`src/rtl/wyswietlacz_n.sv`:
```
// Multiplexed 7-segment display driver: a binary value is converted to BCD by an
// iterative shift-add-3 engine and scanned one digit at a time onto E/Q.
module wyswietlacz_n #(
  parameter int DIGITS   = 4,
  parameter int WIDTH    = 14,
  parameter int SCAN_DIV = 1000
) (
  input  logic              CLK,
  input  logic              CLR,
  input  logic              CE,
  input  logic [WIDTH-1:0]  IN,
  input  logic              LOAD,
  input  logic [DIGITS-1:0] DP,
  input  logic              BLANK_LZ,
  output logic              BUSY,
  output logic              OVF,
  output logic [DIGITS-1:0] E,
  output logic [7:0]        Q
);

  localparam int BW = 4 * DIGITS;
  localparam int CW = $clog2(WIDTH + 1);
  localparam int PW = (SCAN_DIV > 1) ? $clog2(SCAN_DIV) : 1;
  localparam int IW = (DIGITS > 1) ? $clog2(DIGITS) : 1;

  localparam logic [0:0] ST_IDLE = 1'b0;
  localparam logic [0:0] ST_CONV = 1'b1;

  function automatic logic [63:0] pow10(input int n);
    logic [63:0] r;
    r = 64'd1;
    for (int i = 0; i < n; i++) r = r * 64'd10;
    return r;
  endfunction

  localparam logic [63:0] LIMIT = pow10(DIGITS);

  // Segment patterns for Q[6:0], active low, a in bit 0.
  function automatic logic [6:0] seg7(input logic [3:0] d);
    logic [6:0] s;
    case (d)
      4'd0:    s = 7'h40;
      4'd1:    s = 7'h79;
      4'd2:    s = 7'h24;
      4'd3:    s = 7'h30;
      4'd4:    s = 7'h19;
      4'd5:    s = 7'h12;
      4'd6:    s = 7'h02;
      4'd7:    s = 7'h78;
      4'd8:    s = 7'h00;
      4'd9:    s = 7'h10;
      default: s = 7'h7F;
    endcase
    return s;
  endfunction

  // ---------------------------------------------------------------- conversion
  logic [0:0]       state;
  logic [CW-1:0]    bit_cnt;
  logic [WIDTH-1:0] sh;
  logic [BW-1:0]    acc;
  logic [BW-1:0]    acc_adj;
  logic [BW-1:0]    acc_next;
  logic             ovf_pend;
  logic             ovf_in;
  logic [BW-1:0]    disp;
  logic             ovf_r;

  assign ovf_in = (64'(IN) >= LIMIT);

  // Upper digits beyond DIGITS are dropped; the lower digits stay exact since
  // corrections only carry upward, and an overflowing value shows dashes anyway.
  always_comb begin
    // NOTE: every combinational output gets a default first so no path can infer a latch.
    acc_adj = acc;
    for (int d = 0; d < DIGITS; d++) begin
      if (acc[4*d +: 4] >= 4'd5) acc_adj[4*d +: 4] = acc[4*d +: 4] + 4'd3;
    end
    acc_next = {acc_adj[BW-2:0], sh[WIDTH-1]};
  end

  always_ff @(posedge CLK) begin
    // NOTE: sequential state uses non-blocking assignments so every register samples pre-edge values.
    if (!CLR) begin
      state    <= ST_IDLE;
      bit_cnt  <= '0;
      sh       <= '0;
      acc      <= '0;
      ovf_pend <= 1'b0;
      disp     <= '0;
      ovf_r    <= 1'b0;
    end else begin
      case (state)
        ST_IDLE: begin
          if (LOAD) begin
            sh       <= IN;
            acc      <= '0;
            bit_cnt  <= '0;
            ovf_pend <= ovf_in;
            state    <= ST_CONV;
          end
        end
        default: begin
          if (bit_cnt == CW'(WIDTH)) begin
            disp  <= acc;
            ovf_r <= ovf_pend;
            state <= ST_IDLE;
          end else begin
            acc     <= acc_next;
            sh      <= {sh[WIDTH-2:0], 1'b0};
            bit_cnt <= bit_cnt + CW'(1);
          end
        end
      endcase
    end
  end

  assign BUSY = (state == ST_CONV);
  assign OVF  = ovf_r;

  // ---------------------------------------------------------------- scanning
  logic [PW-1:0]     presc;
  logic [IW-1:0]     idx;
  logic [DIGITS-1:0] lz;
  logic              lz_run;
  logic [3:0]        dig_sel;
  logic              blank_sel;
  logic              dp_sel;
  logic [6:0]        seg_sel;
  logic [7:0]        q_next;

  // lz[k]: positions 0..k all hold zero digits (position 0 is most significant).
  always_comb begin
    lz_run = 1'b1;
    lz     = '0;
    for (int k = 0; k < DIGITS; k++) begin
      lz_run = lz_run & (disp[4*(DIGITS-1-k) +: 4] == 4'd0);
      lz[k]  = lz_run;
    end
  end

  always_comb begin
    dig_sel   = 4'd0;
    blank_sel = 1'b0;
    dp_sel    = 1'b0;
    for (int k = 0; k < DIGITS; k++) begin
      if (idx == IW'(k)) begin
        dig_sel   = disp[4*(DIGITS-1-k) +: 4];
        blank_sel = BLANK_LZ && (k != DIGITS - 1) && lz[k];
        dp_sel    = DP[k];
      end
    end
    if (ovf_r)          seg_sel = 7'h3F;
    else if (blank_sel) seg_sel = 7'h7F;
    else                seg_sel = seg7(dig_sel);
    q_next = {~dp_sel, seg_sel};
  end

  always_ff @(posedge CLK) begin
    if (!CLR) begin
      presc <= '0;
      idx   <= '0;
      E     <= '1;
      Q     <= 8'hFF;
    end else if (CE) begin
      E <= ~(DIGITS'(1) << idx);
      Q <= q_next;
      if (presc == PW'(SCAN_DIV - 1)) begin
        presc <= '0;
        idx   <= (idx == IW'(DIGITS - 1)) ? '0 : idx + IW'(1);
      end else begin
        presc <= presc + PW'(1);
      end
    end
  end

endmodule

```
`config.mk`:
```
export PLATFORM = sky130hd
export DESIGN_NAME = wyswietlacz_n
export DESIGN_NICKNAME = d
export VERILOG_FILES = /design/src/rtl/wyswietlacz_n.sv
export SDC_FILE = /design/constraint.sdc
export NUM_CORES = 1
export LEC_CHECK = 0
export CAP_MARGIN = 20
export CORE_ASPECT_RATIO = 1.4
export CORE_UTILIZATION = 55
export DETAILED_ROUTE_END_ITERATION = 16
export PLACE_DENSITY_LB_ADDON = 0.2
export SLEW_MARGIN = 20
export SYNTH_ARGS = -nofsm -noshare
export SYNTH_HDL_FRONTEND = slang
export SYNTH_SLANG_ARGS = --single-unit
export TNS_END_PERCENT = 50
```
`constraint.sdc`:
```
create_clock -name CLK -period 3.8 [get_ports CLK]
set_clock_uncertainty 0.2 [all_clocks]
set_input_delay 0.57 -clock CLK [delete_from_list [all_inputs] [get_ports CLK]]
set_output_delay 0.57 -clock CLK [all_outputs]
set_load 0.01 [all_outputs]
```
==> out/qor.yml <==
fin_setup_tns_ps: 0
report.final.slew_viol_count: 0
dpl-instance-area_mm2: 0.00421
dp_hpwl_mm: 5.24
synth_cell_types: 54
worstMarginPinSlew_ps: 1030
p_leak_uw: 0.00158
p_per_area_mw_per_mm2: 387
area_delta_synth_final_pct: 15.7
finalCriticalPeriod_ps: 2680
multi_input_area_mm2: 0.00212
insertion_delay_ps: 350
layout.nets: 515
ys_seq_area_share_pct: 40.0
initial_core_util_pct: 57.9
ys.flop_type: "dfxtp_1"
overflow: 0
fmax_mhz: 373
synth-edff-count: 0
crit_required_ps: 3810
wl_per_cell_um: 13.2
cts_buffers: 9
pre_cts_ws_ps: 1140
placementRows: 35
dieArea_mm2: 0.00735
path_clk_slew_ps: 80
cp-end-kind: "register"
seqCellArea_mm2: 0.00154
post_cts_buffers: 0
cts_tree: "built"
status: "completed"
syn-num-nets: 492
grt_max_degree: 51
cp_max_fo: 17
die_h_um: 101
layout_common_cells: "dfxtp_1, nand2_1, a21boi_0"
first_iter_violations: 184
hold_class: "register to register"
rsz0062_at_grt: "false"
ioPinCount: 37
final_cell_area_mm2: 0.00446
timing.final.crit_share_pct: 70.5
grt.total_usage_pct: 22.4
drt.antenna.violating_nets: 0
final_common_cell: "dfxtp_1"
routed_wl_mm: 7.53
dr.pass1.iters: 4
drive_above_1_share_pct: 5.83
cts_root_buf: "clkbuf_8"
h-tree-depth: 3
synth_seq_cells: 77
netlist_instances: 453
hold_viol_final: 0
postCtsResizedCells: 0
cts.sinks: 77
cts.path.max_buffers: 2
antenna_found_initial: 0
vias_per_cell: 5.59
dieWidth_um: 72.7
vias: 3198
setup_viol: 0
avgSynthCellArea_um2: 8.51
grt_pass1_wl_mm: 12.9
gp_congestion: 0.873
n_antenna_cell: 0
critPathLaunchType: "register"
max_cap_violations: 0
fillers: 587
critical_path_arrival_ps: 2690
yosysWarningCount: 0
port-buffer-count: 36
setup_ws_ps: 1120
drcViolationCount: 0
async_flop_share_pct: 0
path_class: "register to register"
relSlewSlack_pct: 31.0
grt_pass1_vias: 2988
coreArea_mm2: 0.00666
cts_hold_buf: 0
syn-cell-area_mm2: 0.00385
vdd_drop_max_mv: 0.207
[critical path, stage by stage (launching register included)]
cell       delay [ps]
dfxtp_1           410
ha_1              610
mux2_4            380
and2_1            200
ha_1              200
or2b_1            230
o32a_1            180
a2bb2oi_1         140
[power by group]
part	internal [uW]	switching, uW	leakage (uW)
sequential	828	13.0	0.000626
clock	468	288	0.000125
combinational	61.8	69.0	0.000832
total	1360	370	0.00158
[area by class of cell]
cell class | count | area share [%]
flip-flops and latches | 77 | 34.6
clock buffers | 11 | 3.40
well taps | 92 | 2.58
repair buffers | 39 | 8.47
multi-input cells | 334 | 47.6
clock inverters | 4 | 2.13
inverters | 15 | 1.26
[per-layer routing]
| metal | global-route usage [%] | part of all wire (%) | up-vias |
|---|---|---|---|
| met4 | 9.65 | 2.1 | 0 |
| met2 | 40.3 | 52 | 60 |
| met1 | 24.8 | 43 | 1503 |
| li1 | - | - | 1620 |
| met5 | 0 | 0 | - |
| met3 | 5.10 | 2.9 | 15 |
[worst paths after layout]
path	from	end	slack [ps]	cells after the start
setup reg to reg	idx[0]	Q[5]	1120	7
hold reg to reg	sh[10]	sh[10]	270	2
setup / recovery	idx[0]	Q[5]	1120	7
hold / removal	sh[10]	sh[10]	270	2
[metrics by stage]
stage | cells | power (uW) | hold WS [ps] | util (%)
after floorplan | 453 | 936 | 235 | -
after global placement | 557 | 989 | 246 | 63.3
after detailed placement | 557 | 992 | 257 | 63.3
after CTS | 572 | 1740 | 267 | 67.0
after global routing | 572 | 1790 | 299 | 67.0
final | 572 | 1730 | 266 | 67.0
[state kept, by name, indices dropped and copies added (netlist names), 2 cells and up]
register / flops
presc: 10
idx: 2
bit_cnt: 4
sh: 14
acc: 16
Q: 8
disp: 16
E: 4
[synthesized netlist by cell type (all sizes together) (2+ instances only)]
| master | instances | area, um2 |
|---|---|---|
| ha | 16 | 200 |
| a31oi | 4 | 25.0 |
| buf | 7 | 58.8 |
| clkbuf | 20 | 75.1 |
| a21o | 2 | 15.0 |
| nand2b | 7 | 43.8 |
| nor3b | 5 | 37.5 |
| a211oi | 5 | 37.5 |
| a221oi | 3 | 50.1 |
| nor2 | 23 | 93.8 |
| o21a | 3 | 22.5 |
| nand2 | 73 | 274 |
| o21ai | 22 | 110 |
| mux2i | 3 | 30.0 |
| o311ai | 2 | 17.5 |
| nand3 | 20 | 100 |
| dfxtp | 77 | 1540 |
| nand4 | 6 | 37.5 |
| nor3 | 9 | 45.0 |
| inv | 15 | 56.3 |
| a21oi | 13 | 68.8 |
| a41oi | 2 | 17.5 |
| and2 | 13 | 83.8 |
| xor2 | 10 | 87.6 |
| nand3b | 3 | 22.5 |
| xnor2 | 8 | 70.1 |
| nor4 | 2 | 12.5 |
| a22oi | 13 | 97.6 |
| and3 | 2 | 12.5 |
| mux2 | 4 | 48.8 |
| nor2b | 11 | 68.8 |
| a21boi | 38 | 285 |
[cell families (layout without fill, tap and decap cells)]
logic type | after synthesis | count (layout) | synth area share [%]
muxes | 7 | 7 | 2.05
and+or+nand+nor | 177 | 177 | 22.3
AOI/OAI and AO/OA | 116 | 116 | 21.5
xor gates and xnor gates | 18 | 18 | 4.09
buffers and inverters | 42 | 69 | 4.93
adders and majority gates | 16 | 16 | 5.19
DFF | 77 | 77 | 40.0
Power figures use the tool's default switching activity.
==> RTL edit 1: new RTL, config.mk and constraints unchanged <==
Set the parameter `WIDTH` to 7 (it was 14).
--- a/src/rtl/wyswietlacz_n.sv
+++ b/src/rtl/wyswietlacz_n.sv
@@ -2,7 +2,7 @@
 // iterative shift-add-3 engine and scanned one digit at a time onto E/Q.
 module wyswietlacz_n #(
   parameter int DIGITS   = 4,
-  parameter int WIDTH    = 14,
+  parameter int WIDTH    = 7,
   parameter int SCAN_DIV = 1000
 ) (
   input  logic              CLK,
Ports: changed (resized IN); port bits go from 37 to 30. The function was not compared with the original's and may differ.
==> RTL edit 1 against the unedited design <==
Sequential cell count down 10. Power down 19%. Area after synthesis down 11%. Critical path type unchanged. Wire length down 9.8%. Setup slack worse by 87 ps. Largest power group unchanged. Maximum frequency down 3.1%. Combinational power down 20%. Critical path depth up 1. Cell area down 13%.
==> RTL edit 1: results (changes against the unedited design) <==
outcome: "complete, no violations"
place_hpwl_um: 4910  # -6.2%
synthAdderAreaFrac_pct: 5.82  # +0.63 points
cts-resized-gates: 0  # unchanged
tightestPinTransition_ps: 682  # -350 ps
final_layout_size_suffix_gt1_share_pct: 7.75  # +1.9 points
grt_util_met2_pct: 44.0  # +3.7 points
wl_um: 6790  # -9.8%
grt_pass1_vias: 2594  # -13%
cp_max_fo: 12  # -5
vias: 2676  # -16%
cts_setup_buffers: 0  # unchanged
antenna_cells: 0  # unchanged
met1_usage_pct: 25.0  # +0.13 points
firstDrtPassIters: 6  # +2
yosys-top-cells-count: "dfxtp_1, nand2_1, nor2_1"
synthMuxAreaShare_pct: 4.18  # +2.1 points
grt_pass1_wl_um: 11600  # -9.7%
root_buffer: "clkbuf_8"
top_regs: "acc (16), disp (16), presc (10)"
pre_cts_slack_ps: 1060  # -83.5 ps
use_met3_pct: 4.67  # -0.43 points
crit_arrival_ps: 2780  # +90 ps
synth_seq_area_share_pct: 39.0  # -1.0 points
ys_async_sr_fraction_pct: 0  # unchanged
antenna_found_initial: 0  # unchanged
portBuffers: 28  # -22%
synth_area_leaders: "dfxtp_1, nand2_1, ha_1"
gp_congestion: 0.850  # -2.6%
grt_max_degree: 52  # +2.0%
ir_drop_v: 0.000315  # +52%
ys_types: 52  # -3.7%
grt_usage_pct: 23.9  # +1.5 points
syn-num-nets: 420  # -15%
yosys_warnings: 0  # unchanged
finalNetCount: 442  # -14%
synth_compound_area_share_pct: 19.1  # -2.4 points
max_stage_delay_ps: 460  # -150 ps
initialDrtViolationCount: 72  # -61%
synth_xor_area_share_pct: 4.07  # -0.017 points
cts_buffers: 9  # unchanged
power_leakage_nw: 1.42  # -10%
RTL edit 1: cells by family (layout without fill, tap and decap cells):
group,count (synthesis),in the layout
simple gates,149,149
flops,67,67
buf+inv,37,62
compound gates,88,88
xor+xnor,16,16
other cells,1,1
fa+ha+maj,16,16
mux,14,14
RTL edit 1: area by class of cell:
class / instances / area, um2
fillers: 497 / 2050
multi-input cells: 284 / 1910
clock buffers: 11 / 141
clock inverters: 3 / 40.0
flip-flops and latches: 67 / 1340
repair buffers: 33 / 318
well taps: 70 / 87.6
inverters: 15 / 56.3
RTL edit 1: power breakdown:
group,internal (mW),total (mW),leakage [nW],switching [mW]
clock,0.312,0.565,0.0950,0.253
sequential,0.718,0.731,0.544,0.0127
combinational,0.0539,0.105,0.782,0.0510
total,1.08,1.40,1.42,0.317
RTL edit 1: critical path: cells and delay by family (launching register included):
| kind | cells | cell delay (ps) |
|---|---|---|
| compound gates | 3 | 340 |
| fa+ha+maj | 2 | 650 |
| flops | 1 | 400 |
| mux | 1 | 350 |
| simple gates | 2 | 710 |
RTL edit 1: layer usage:
metal	part of all wire, %	up-vias
met3	2.0	12
met2	53	43
met4	2.1	0
met5	0	-
met1	43	1243
li1	-	1378
RTL edit 1: per-stage QoR:
stage               power (mW)  util (%)  instances  instance area (um2)
global placement         0.851      62.5        469                 3710
global route              1.46      65.5        483                 3890
finish                    1.40      65.5        483                 3890
CTS                       1.41      65.5        483                 3890
floorplan                0.808         -        388                 3440
detailed placement       0.853      62.5        469                 3710
RTL edit 1: worst paths after layout:
path | end | slack (ps) | startpoint | depth (start not counted)
setup / recovery | Q[6] | 1040 | idx[0] | 8
hold / removal | disp[1] | 260 | disp[1] | 2
setup reg to reg | Q[6] | 1040 | idx[0] | 8
hold reg to reg | disp[1] | 260 | disp[1] | 2
==> RTL edit 2: new RTL, same settings <==
Made on the original files. Register the inputs `CLR`, `CE`, `IN`, `LOAD`, `DP` and `BLANK_LZ` before use. The logic sees them one clock later.
--- a/src/rtl/wyswietlacz_n.sv
+++ b/src/rtl/wyswietlacz_n.sv
@@ -25,6 +25,22 @@
 
   localparam logic [0:0] ST_IDLE = 1'b0;
   localparam logic [0:0] ST_CONV = 1'b1;
+
+  logic CLR_q;
+  logic CE_q;
+  logic [WIDTH-1:0] IN_q;
+  logic LOAD_q;
+  logic [DIGITS-1:0] DP_q;
+  logic BLANK_LZ_q;
+
+  always_ff @(posedge CLK) begin
+    CLR_q      <= CLR;
+    CE_q       <= CE;
+    IN_q       <= IN;
+    LOAD_q     <= LOAD;
+    DP_q       <= DP;
+    BLANK_LZ_q <= BLANK_LZ;
+  end
 
   function automatic logic [63:0] pow10(input int n);
     logic [63:0] r;
@@ -66,7 +82,7 @@
   logic [BW-1:0]    disp;
   logic             ovf_r;
 
-  assign ovf_in = (64'(IN) >= LIMIT);
+  assign ovf_in = (64'(IN_q) >= LIMIT);
 
   // Upper digits beyond DIGITS are dropped; the lower digits stay exact since
   // corrections only carry upward, and an overflowing value shows dashes anyway.
@@ -81,7 +97,7 @@
 
   always_ff @(posedge CLK) begin
     // NOTE: sequential state uses non-blocking assignments so every register samples pre-edge values.
-    if (!CLR) begin
+    if (!CLR_q) begin
       state    <= ST_IDLE;
       bit_cnt  <= '0;
       sh       <= '0;
@@ -92,8 +108,8 @@
     end else begin
       case (state)
         ST_IDLE: begin
-          if (LOAD) begin
-            sh       <= IN;
+          if (LOAD_q) begin
+            sh       <= IN_q;
             acc      <= '0;
             bit_cnt  <= '0;
             ovf_pend <= ovf_in;
@@ -146,8 +162,8 @@
     for (int k = 0; k < DIGITS; k++) begin
       if (idx == IW'(k)) begin
         dig_sel   = disp[4*(DIGITS-1-k) +: 4];
-        blank_sel = BLANK_LZ && (k != DIGITS - 1) && lz[k];
-        dp_sel    = DP[k];
+        blank_sel = BLANK_LZ_q && (k != DIGITS - 1) && lz[k];
+        dp_sel    = DP_q[k];
       end
     end
     if (ovf_r)          seg_sel = 7'h3F;
@@ -157,12 +173,12 @@
   end
 
   always_ff @(posedge CLK) begin
-    if (!CLR) begin
+    if (!CLR_q) begin
       presc <= '0;
       idx   <= '0;
       E     <= '1;
       Q     <= 8'hFF;
-    end else if (CE) begin
+    end else if (CE_q) begin
       E <= ~(DIGITS'(1) << idx);
       Q <= q_next;
       if (presc == PW'(SCAN_DIV - 1)) begin
Formal check against the unedited RTL: not equivalent (a bounded check fails within 4 cycles, from zero or initial values).
==> RTL edit 2 against the unedited design <==
Cell area up 7.9%. Area after synthesis up 9.4%. Sequential cell count up 22. Via count up 3.1%. Highest routed layer unchanged. Largest power group unchanged. Setup slack better by 120 ps. Wire length up 4.9%. Clock power down 12%. Combinational power up 4%. Power up 10%. Maximum frequency up 4.5%.
==> RTL edit 2: results (changes against the unedited design) <==
wl_um: 7900  # +4.9%
grt_max_degree: 32  # -37%
synth_seq_area_share_pct: 47.0  # +7.0 points
min_from: "IN_q[0]"
gp_congestion: 0.840  # -3.8%
fillers: 630  # +7.3%
finalNetCount: 540  # +4.9%
dp_cells: 586  # +5.2%
initialDrtViolationCount: 132  # -28%
antenna_found_initial: 0  # unchanged
synth_area_leaders: "dfxtp_1, nand2_1, a21oi_1"
ir_drop_v: 0.000334  # +61%
grt_pass1_wl_um: 13700  # +6.5%
top_regs: "acc (16), disp (16)"
grt_usage_pct: 21.3  # -1.1 points
h-tree-depth: 3  # unchanged
ys_types: 46  # -15%
syn-num-nets: 510  # +3.7%
vias_per_cell: 5.47  # -2.2%
cts_buffers: 9  # unchanged
cp_max_fo: 18  # +1
crit_arrival_ps: 2620  # -70 ps
r2r_end: "Q[1]"
syn_inst: 471  # +4.0%
pre_cts_slack_ps: 1290  # +153 ps
stdcell_count: 603  # +5.4%
synth_top_area_share_pct: 47.0  # +7.0 points
outcome: "complete, no violations"
internal_power_mw: 1.47  # +8.0%
yosys-top-cells-count: "dfxtp_1, nand2_1, a21oi_1"
rrSetupSlack_ps: 1240  # +120 ps
min_to: "sh[0]"
grt_pass1_vias: 3123  # +4.5%
place_hpwl_um: 5490  # +4.7%
power_leakage_nw: 1.69  # +6.6%
rr_worst_depth: 7  # unchanged
final_layout_size_suffix_gt1_share_pct: 6.32  # +0.49 points
## RTL edit 2: changes by cell type after synthesis, moves of 3 or more
cell / before / now
a211oi_1: 5 / 10
o21a_1: 3 / 0
a22oi_1: 13 / 6
mux2i_1: 3 / 11
o21ai_0: 19 / 16
a21oi_1: 12 / 47
nand2_1: 73 / 66
nor2_1: 22 / 43
nor2b_1: 11 / 5
dfxtp_1: 77 / 99
clkbuf_1: 20 / 15
a21boi_0: 36 / 0
nand2b_1: 7 / 10
and2_1: 12 / 4
## RTL edit 2: layout make-up
type | count | area (um2) | share of cell area [%]
Clock buffer | 13 | 149 | 3.09
Clock inverter | 3 | 47.5 | 0.988
Multi-Input combinational cell | 331 | 2030 | 42.3
Inverter | 17 | 63.8 | 1.33
Timing Repair Buffer | 43 | 413 | 8.58
Tap cell | 97 | 121 | 2.52
Sequential cell | 99 | 1980 | 41.2
## RTL edit 2: critical path, cell delays in order (launching register included)
cell and delay (ps):
dfxtp_1 410, ha_1 600, a211oi_1 170, a211oi_4 420, ha_1 310, a21oi_1 150
nor2_1 60, o22a_1 150
## RTL edit 2: cell families after synthesis
kind of cell,after synthesis,share of synthesized area [%]
AOI/OAI and AO/OA,103,15.9
xor gates and xnor gates,20,4.15
adders and majority gates,16,4.75
buffers and inverters,41,4.75
DFF,99,47.0
muxes,14,3.41
and+or+nand+nor,178,20.1
## RTL edit 2: how the worst max path moves through the flow
stage	cells past startpoint	to	start	slack, ps
floorplan	9	Q[1]	idx[1]	1640
global placement	7	Q[1]	idx[0]	1380
detailed placement	7	Q[1]	idx[0]	1290
CTS	7	Q[1]	idx[0]	1280
global route	7	Q[1]	idx[0]	1060
finish	7	Q[1]	idx[0]	1240
## RTL edit 2: routing by layer
metal	up-vias	GRT usage [%]	share of wire, %
li1	1681	-	-
met1	1548	22.7	43
met2	54	39.7	52
met3	15	3.72	3.0
met4	0	11.3	2.5
met5	-	0	0
## RTL edit 2: metrics by stage
step,hold slack [ps],instance area [um2]
finish,247,4810
global route,278,4810
CTS,247,4800
detailed placement,234,4610
global placement,230,4610
floorplan,217,4220
## RTL edit 2: power groups by stage
stage	logic, mW	clock network [mW]	registers, mW
2_1_floorplan	0.0831	0	1.12
6_report	0.136	0.665	1.10
4_1_cts	0.137	0.684	1.10
3_3_place_gp	0.134	0	1.12
3_5_place_dp	0.136	0	1.12
5_1_grt	0.151	0.730	1.11
